==> config.mk <==
export PLATFORM = sky130hd
export DESIGN_NAME = adh_unit_flat
export DESIGN_NICKNAME = d
export VERILOG_FILES = /design/src/rtl/adh_unit_if.sv /design/src/rtl/adh_unit.sv /design/src/flat_wrapper.sv
export SDC_FILE = /design/constraint.sdc
export NUM_CORES = 1
export LEC_CHECK = 0
export BUFFER_PORTS_ARGS = -buffer_cell sky130_fd_sc_hd__buf_4
export CAP_MARGIN = 20
export CORE_AREA = 5 5 42 44
export DETAILED_ROUTE_END_ITERATION = 7
export DIE_AREA = 0 0 47 49
export GPL_TIMING_DRIVEN = 1
export MAX_ROUTING_LAYER = met4
export PLACE_DENSITY = 0.78
export SETUP_SLACK_MARGIN = 0.05
export SKIP_LAST_GASP = 1
export SLEW_MARGIN = 20
export SYNTH_ARGS = -nofsm -noshare
export SYNTH_HDL_FRONTEND = slang
export SYNTH_SLANG_ARGS = --single-unit
==> constraint.sdc <==
create_clock -name clk -period 4.3 [get_ports clk]
set_clock_uncertainty 0.2 [all_clocks]
set_input_delay 1.075 -clock clk [delete_from_list [all_inputs] [get_ports clk]]
set_output_delay 1.075 -clock clk [all_outputs]
set_load 0.02 [all_outputs]
==> src/rtl/adh_unit_if.sv <==
// Bus bundle for the address-high unit: source select, operand bytes, fix-up control and registered outputs.
interface adh_unit_if #(
    parameter int DW = 8
);
    logic [3:0]    sel;
    logic [DW-1:0] pch;
    logic [DW-1:0] dreg;
    logic [DW-1:0] alu;
    logic          carry;
    logic          fix_en;
    logic          hold;
    logic [DW-1:0] y;
    logic          stall;
    logic          wrap;

    modport master (
        output sel, pch, dreg, alu, carry, fix_en, hold,
        input  y, stall, wrap
    );

    modport slave (
        input  sel, pch, dreg, alu, carry, fix_en, hold,
        output y, stall, wrap
    );
endinterface

==> src/rtl/adh_unit.sv <==
// Address-high register with source mux and optional page-cross fix-up (enabled by macro ADH_FIXUP_EN).
// Without ADH_FIXUP_EN the block is a plain registered mux with hold; stall and wrap stay 0.
module adh_unit #(
    parameter int            DW         = 8,
    parameter logic [DW-1:0] STACK_PAGE = DW'(1),
    parameter logic [DW-1:0] ZERO_PAGE  = DW'(0)
) (
    input  logic       clk,
    input  logic       reset,
    adh_unit_if.slave  bus
);

    localparam logic [0:0] NORM = 1'b0;
    localparam logic [0:0] FIX  = 1'b1;

    // Page selects win over everything; otherwise an AND-OR merge of alu and dreg.
    function automatic logic [DW-1:0] src_mux(
        input logic [3:0]    sel,
        input logic [DW-1:0] pch,
        input logic [DW-1:0] dreg,
        input logic [DW-1:0] alu
    );
        logic [DW-1:0] r;
        if (sel[1])
            r = ZERO_PAGE;
        else if (sel[0])
            r = STACK_PAGE;
        else if (sel == 4'b0000)
            r = pch;
        else
            r = (alu & {DW{sel[3]}}) | (dreg & {DW{sel[2]}});
        return r;
    endfunction

    logic [DW-1:0] y_q, y_d;
    logic [DW-1:0] mux_out;

    assign mux_out = src_mux(bus.sel, bus.pch, bus.dreg, bus.alu);

`ifdef ADH_FIXUP_EN
    localparam logic [DW-1:0] ONE = DW'(1);

    logic [0:0] state_q, state_d;
    logic       wrap_q, wrap_d;

    always_comb begin
        y_d     = y_q;
        state_d = state_q;
        wrap_d  = wrap_q;
        if (!bus.hold) begin
            if (state_q == FIX) begin
                // Fix-up cycle: bump the page, ignore the sequencer inputs.
                y_d     = y_q + ONE;
                wrap_d  = &y_q;
                state_d = NORM;
            end else begin
                y_d     = mux_out;
                wrap_d  = 1'b0;
                state_d = (bus.carry && bus.fix_en) ? FIX : NORM;
            end
        end
    end

    always_ff @(posedge clk) begin
        if (reset) begin
            y_q     <= '0;
            state_q <= NORM;
            wrap_q  <= 1'b0;
        end else begin
            y_q     <= y_d;
            state_q <= state_d;
            wrap_q  <= wrap_d;
        end
    end

    assign bus.stall = (state_q == FIX);
    assign bus.wrap  = wrap_q;
`else
    logic unused_fixup_inputs;
    assign unused_fixup_inputs = bus.carry ^ bus.fix_en ^ NORM[0] ^ FIX[0];

    always_comb begin
        y_d = bus.hold ? y_q : mux_out;
    end

    always_ff @(posedge clk) begin
        if (reset)
            y_q <= '0;
        else
            y_q <= y_d;
    end

    assign bus.stall = 1'b0;
    assign bus.wrap  = 1'b0;
`endif

    assign bus.y = y_q;

endmodule

==> src/flat_wrapper.sv <==
// flat-port wrapper written by rule: the top's interface ports become plain ports
module adh_unit_flat 
#(
    parameter int            DW         = 8,
    parameter logic [DW-1:0] STACK_PAGE = DW'(1),
    parameter logic [DW-1:0] ZERO_PAGE  = DW'(0)
)
  (clk, reset, bus_sel, bus_pch, bus_dreg, bus_alu, bus_carry, bus_fix_en, bus_hold, bus_y, bus_stall, bus_wrap);
  adh_unit_if #(.DW(DW)) bus_i ();
  input  logic clk;
  input  logic reset;
  input wire logic [$bits(bus_i.sel)-1:0] bus_sel;
  input wire logic [$bits(bus_i.pch)-1:0] bus_pch;
  input wire logic [$bits(bus_i.dreg)-1:0] bus_dreg;
  input wire logic [$bits(bus_i.alu)-1:0] bus_alu;
  input wire logic [$bits(bus_i.carry)-1:0] bus_carry;
  input wire logic [$bits(bus_i.fix_en)-1:0] bus_fix_en;
  input wire logic [$bits(bus_i.hold)-1:0] bus_hold;
  output wire logic [$bits(bus_i.y)-1:0] bus_y;
  output wire logic [$bits(bus_i.stall)-1:0] bus_stall;
  output wire logic [$bits(bus_i.wrap)-1:0] bus_wrap;
  assign bus_i.sel = bus_sel;
  assign bus_i.pch = bus_pch;
  assign bus_i.dreg = bus_dreg;
  assign bus_i.alu = bus_alu;
  assign bus_i.carry = bus_carry;
  assign bus_i.fix_en = bus_fix_en;
  assign bus_i.hold = bus_hold;
  assign bus_y = bus_i.y;
  assign bus_stall = bus_i.stall;
  assign bus_wrap = bus_i.wrap;
  adh_unit #(.DW(DW), .STACK_PAGE(STACK_PAGE), .ZERO_PAGE(ZERO_PAGE)) u_core (.clk(clk), .reset(reset), .bus(bus_i));
endmodule
==> impl_metrics.ini <==
[run_status]
run_status = finished, final reports clean

[worst_setup_path]
path_class = flip-flop to primary output
cp-end-kind = primary output
cp.buffers_inverters = 1
required_ns = 3.02
max_stage_delay_ns = 0.34
crit_family = flip-flops
path_cells = buf_4
r2r-end = u_core.bus.y[0]
r2r_cells = 2
critPathSlowestCell = dfxtp_1
crit_fanout = 2
reg2reg_slack_ns = 3.48
arrival_ns = 0.75
r2r_start = u_core.bus.y[0]
worstSetupStartpointType = flip-flop

[clock_network]
cts_setup_buffers = 0
clk_path_buf_depth = 2
ctsHoldBuffers = 0
cts_tree = built
path_clk_slew_ns = 0.05
clock-sinks = 8
cts_max_level = 1
insertion_delay_ns = 0.26
cts-resized-gates = 0
cts_made_buffers = 3
cts_root_buffer = clkbuf_4

[yosys]
yosysWarningCount = 0
synth_top_area_cell = dfxtp_1
ys_types = 16
synthSimpleGateAreaFrac_pct = 10.4
synth.area.top_cells = dfxtp_1 (33%), o22ai_2 (18%), a22o_1 (13%), a21oi_1 (7.3%), nand2_1 (6.3%)
syn_inst = 52
yosys.area_share.adder_pct = 0
synth-xor-area-share_pct = 0
ys_seq_area_share_pct = 33.3
ys_seq_elements = 8
synth-compound-area-share_pct = 44.5
synth_area_sq_um = 480
synth_top_family_by_area = compound AO/OA/AOI/OAI gates
syn-mean-instance-area_sq_um = 9.24
synth_top_area_share_pct = 33.3
synth.area.mux_share_pct = 0

[layout]
fill_cells = 143
multi_input_area_sq_um = 272
layout-drive-gt1-share_pct = 56.3
ff_latch_area_sq_um = 160
final_util_pct = 54.2
nets = 122
insertedDiodeCount = 0
largest_register_ffs = 8
syn2layout_area_growth_pct = 58.1

[power]
p_int_mw = 0.138
pwr_density_cell_nw_per_um2 = 249
p_sw_share_pct = 27.0
p_leak_nw = 0.354
combPwrFrac_pct = 27.5
p_clk_share_pct = 31.4
ir_drop_uv = 124
switchingPower_mw = 0.0511
fin_total_pwr_mw = 0.189
seq_power_share_pct = 41.1

[global_routing]
grt.overflow.total = 0
grt.total_usage_pct = 14.5
antenna_found_initial = 0
grt_max_degree = 11
grt_pass1_wl_mm = 2.36
grt_pass1_vias = 578

[die]
die_w_um = 47
core_sq_um = 1400
pin_count = 43
fp-row-count = 14
die_area_sq_um = 2300
start_util_pct = 34.3
dieHeight_um = 49

[detailed_routing]
via_per_inst = 5.27
ant_nets = 0
routed_wl_mm = 1.49
wl_per_cell_um = 14.5
drc = 0
first_pass_iters = 3
dr_total_vias = 543
dr.first_iter.drc_count = 2

[timing]
fin_tns_setup_ns = 0
post-route-period-util_pct = 47.0
tightest_slew_ns = 0.564
slew_headroom_pct = 62.2
setup_ws_ns = 2.28
rsz0062_at_grt = no
fmax_mhz = 495
hold_violations = 0
setup_viol = 0
hold_ws_ns = 0.288
slew_viol_final = 0
finalCriticalPeriod_ns = 2.02

[min_path]
min_to = u_core.bus.y[5]
min-delay-start = u_core.bus.y[5]
min_path_type = flip-flop to flip-flop
hold_depth = 2

[placed_design]
post-place-ws_ns = 2.02
gp_congestion = 0.722
io_buffers = 38
hpwl_mm = 1.16

[job]
maxCapViolCount = 0
## kinds of logic after synthesis
group / Yosys count
AOI/OAI and AO/OA: 25
and+or+nand+nor: 11
DFF: 8
buffers and inverters: 7
other: 1
## cells in the mapped netlist
cell type,count
o41ai_1,1
dfxtp_1,8
nand2_1,8
a22o_1,7
o22ai_2,7
buf_4,2
a21o_1,1
nor2_1,1
or4_4,1
nor3_1,1
a211oi_1,1
o22ai_1,1
buf_6,2
buf_2,3
a21oi_1,7
conb_1,1
## cells in the final DEF (no fill, tap or decap), types with 2 or more instances in the layout
cell type and instances:
buf_4 38, nand2_1 8, dfxtp_1 8, a22o_1 7, a21oi_1 7, o22ai_2 7, clkbuf_4 3, conb_1 2
## worst max-delay path by stage
stage,startpoint,end,slack (ns),cells past startpoint
finish,u_core.bus.y[0],bus_y[0],2.28,1
global route,bus_sel[3],u_core.bus.y[3],2.18,4
floorplan,bus_hold,u_core.bus.y[1],2.11,4
global placement,bus_sel[3],u_core.bus.y[1],2.03,4
CTS,bus_sel[3],u_core.bus.y[3],2.28,4
detailed placement,bus_sel[3],u_core.bus.y[7],2.02,4
## stage by stage
| step | instances | instance area [sq um] |
|---|---|---|
| after floorplan | 53 | 484 |
| after global placement | 100 | 737 |
| after detailed placement | 100 | 737 |
| after CTS | 103 | 759 |
| after global routing | 103 | 759 |
| final | 103 | 759 |
## routing by layer
metal	vias to the layer above	wire (um)	GRT usage, %
met3	5	190	4.06
met2	31	674	22.4
li1	266	-	-
met1	241	581	15.2
met4	0	46	9.68
met5	-	0	-
## tightest hold or removal path, stage by stage, from the launching register on
cell	delay (ns)
dfxtp_1	0.30
nand2_1	0.07
o22ai_2	0.06
## area by class of cell
type | count | share of cell area [%]
timing repair buffer | 38 | 37.6
tap | 16 | 2.64
multi-input combinational | 38 | 35.7
sequential | 8 | 21.1
clock buffer | 3 | 2.97
## power by group through the flow
stage / combinational (mW) / clock (mW) / sequential [mW]
detailed placement: 0.0523 / 0 / 0.0793
finish: 0.0520 / 0.0594 / 0.0777
global placement: 0.0517 / 0 / 0.0793
global route: 0.0568 / 0.0649 / 0.0780
CTS: 0.0525 / 0.0610 / 0.0777
floorplan: 0.0246 / 0 / 0.0822
Power figures use the tool's default switching activity.
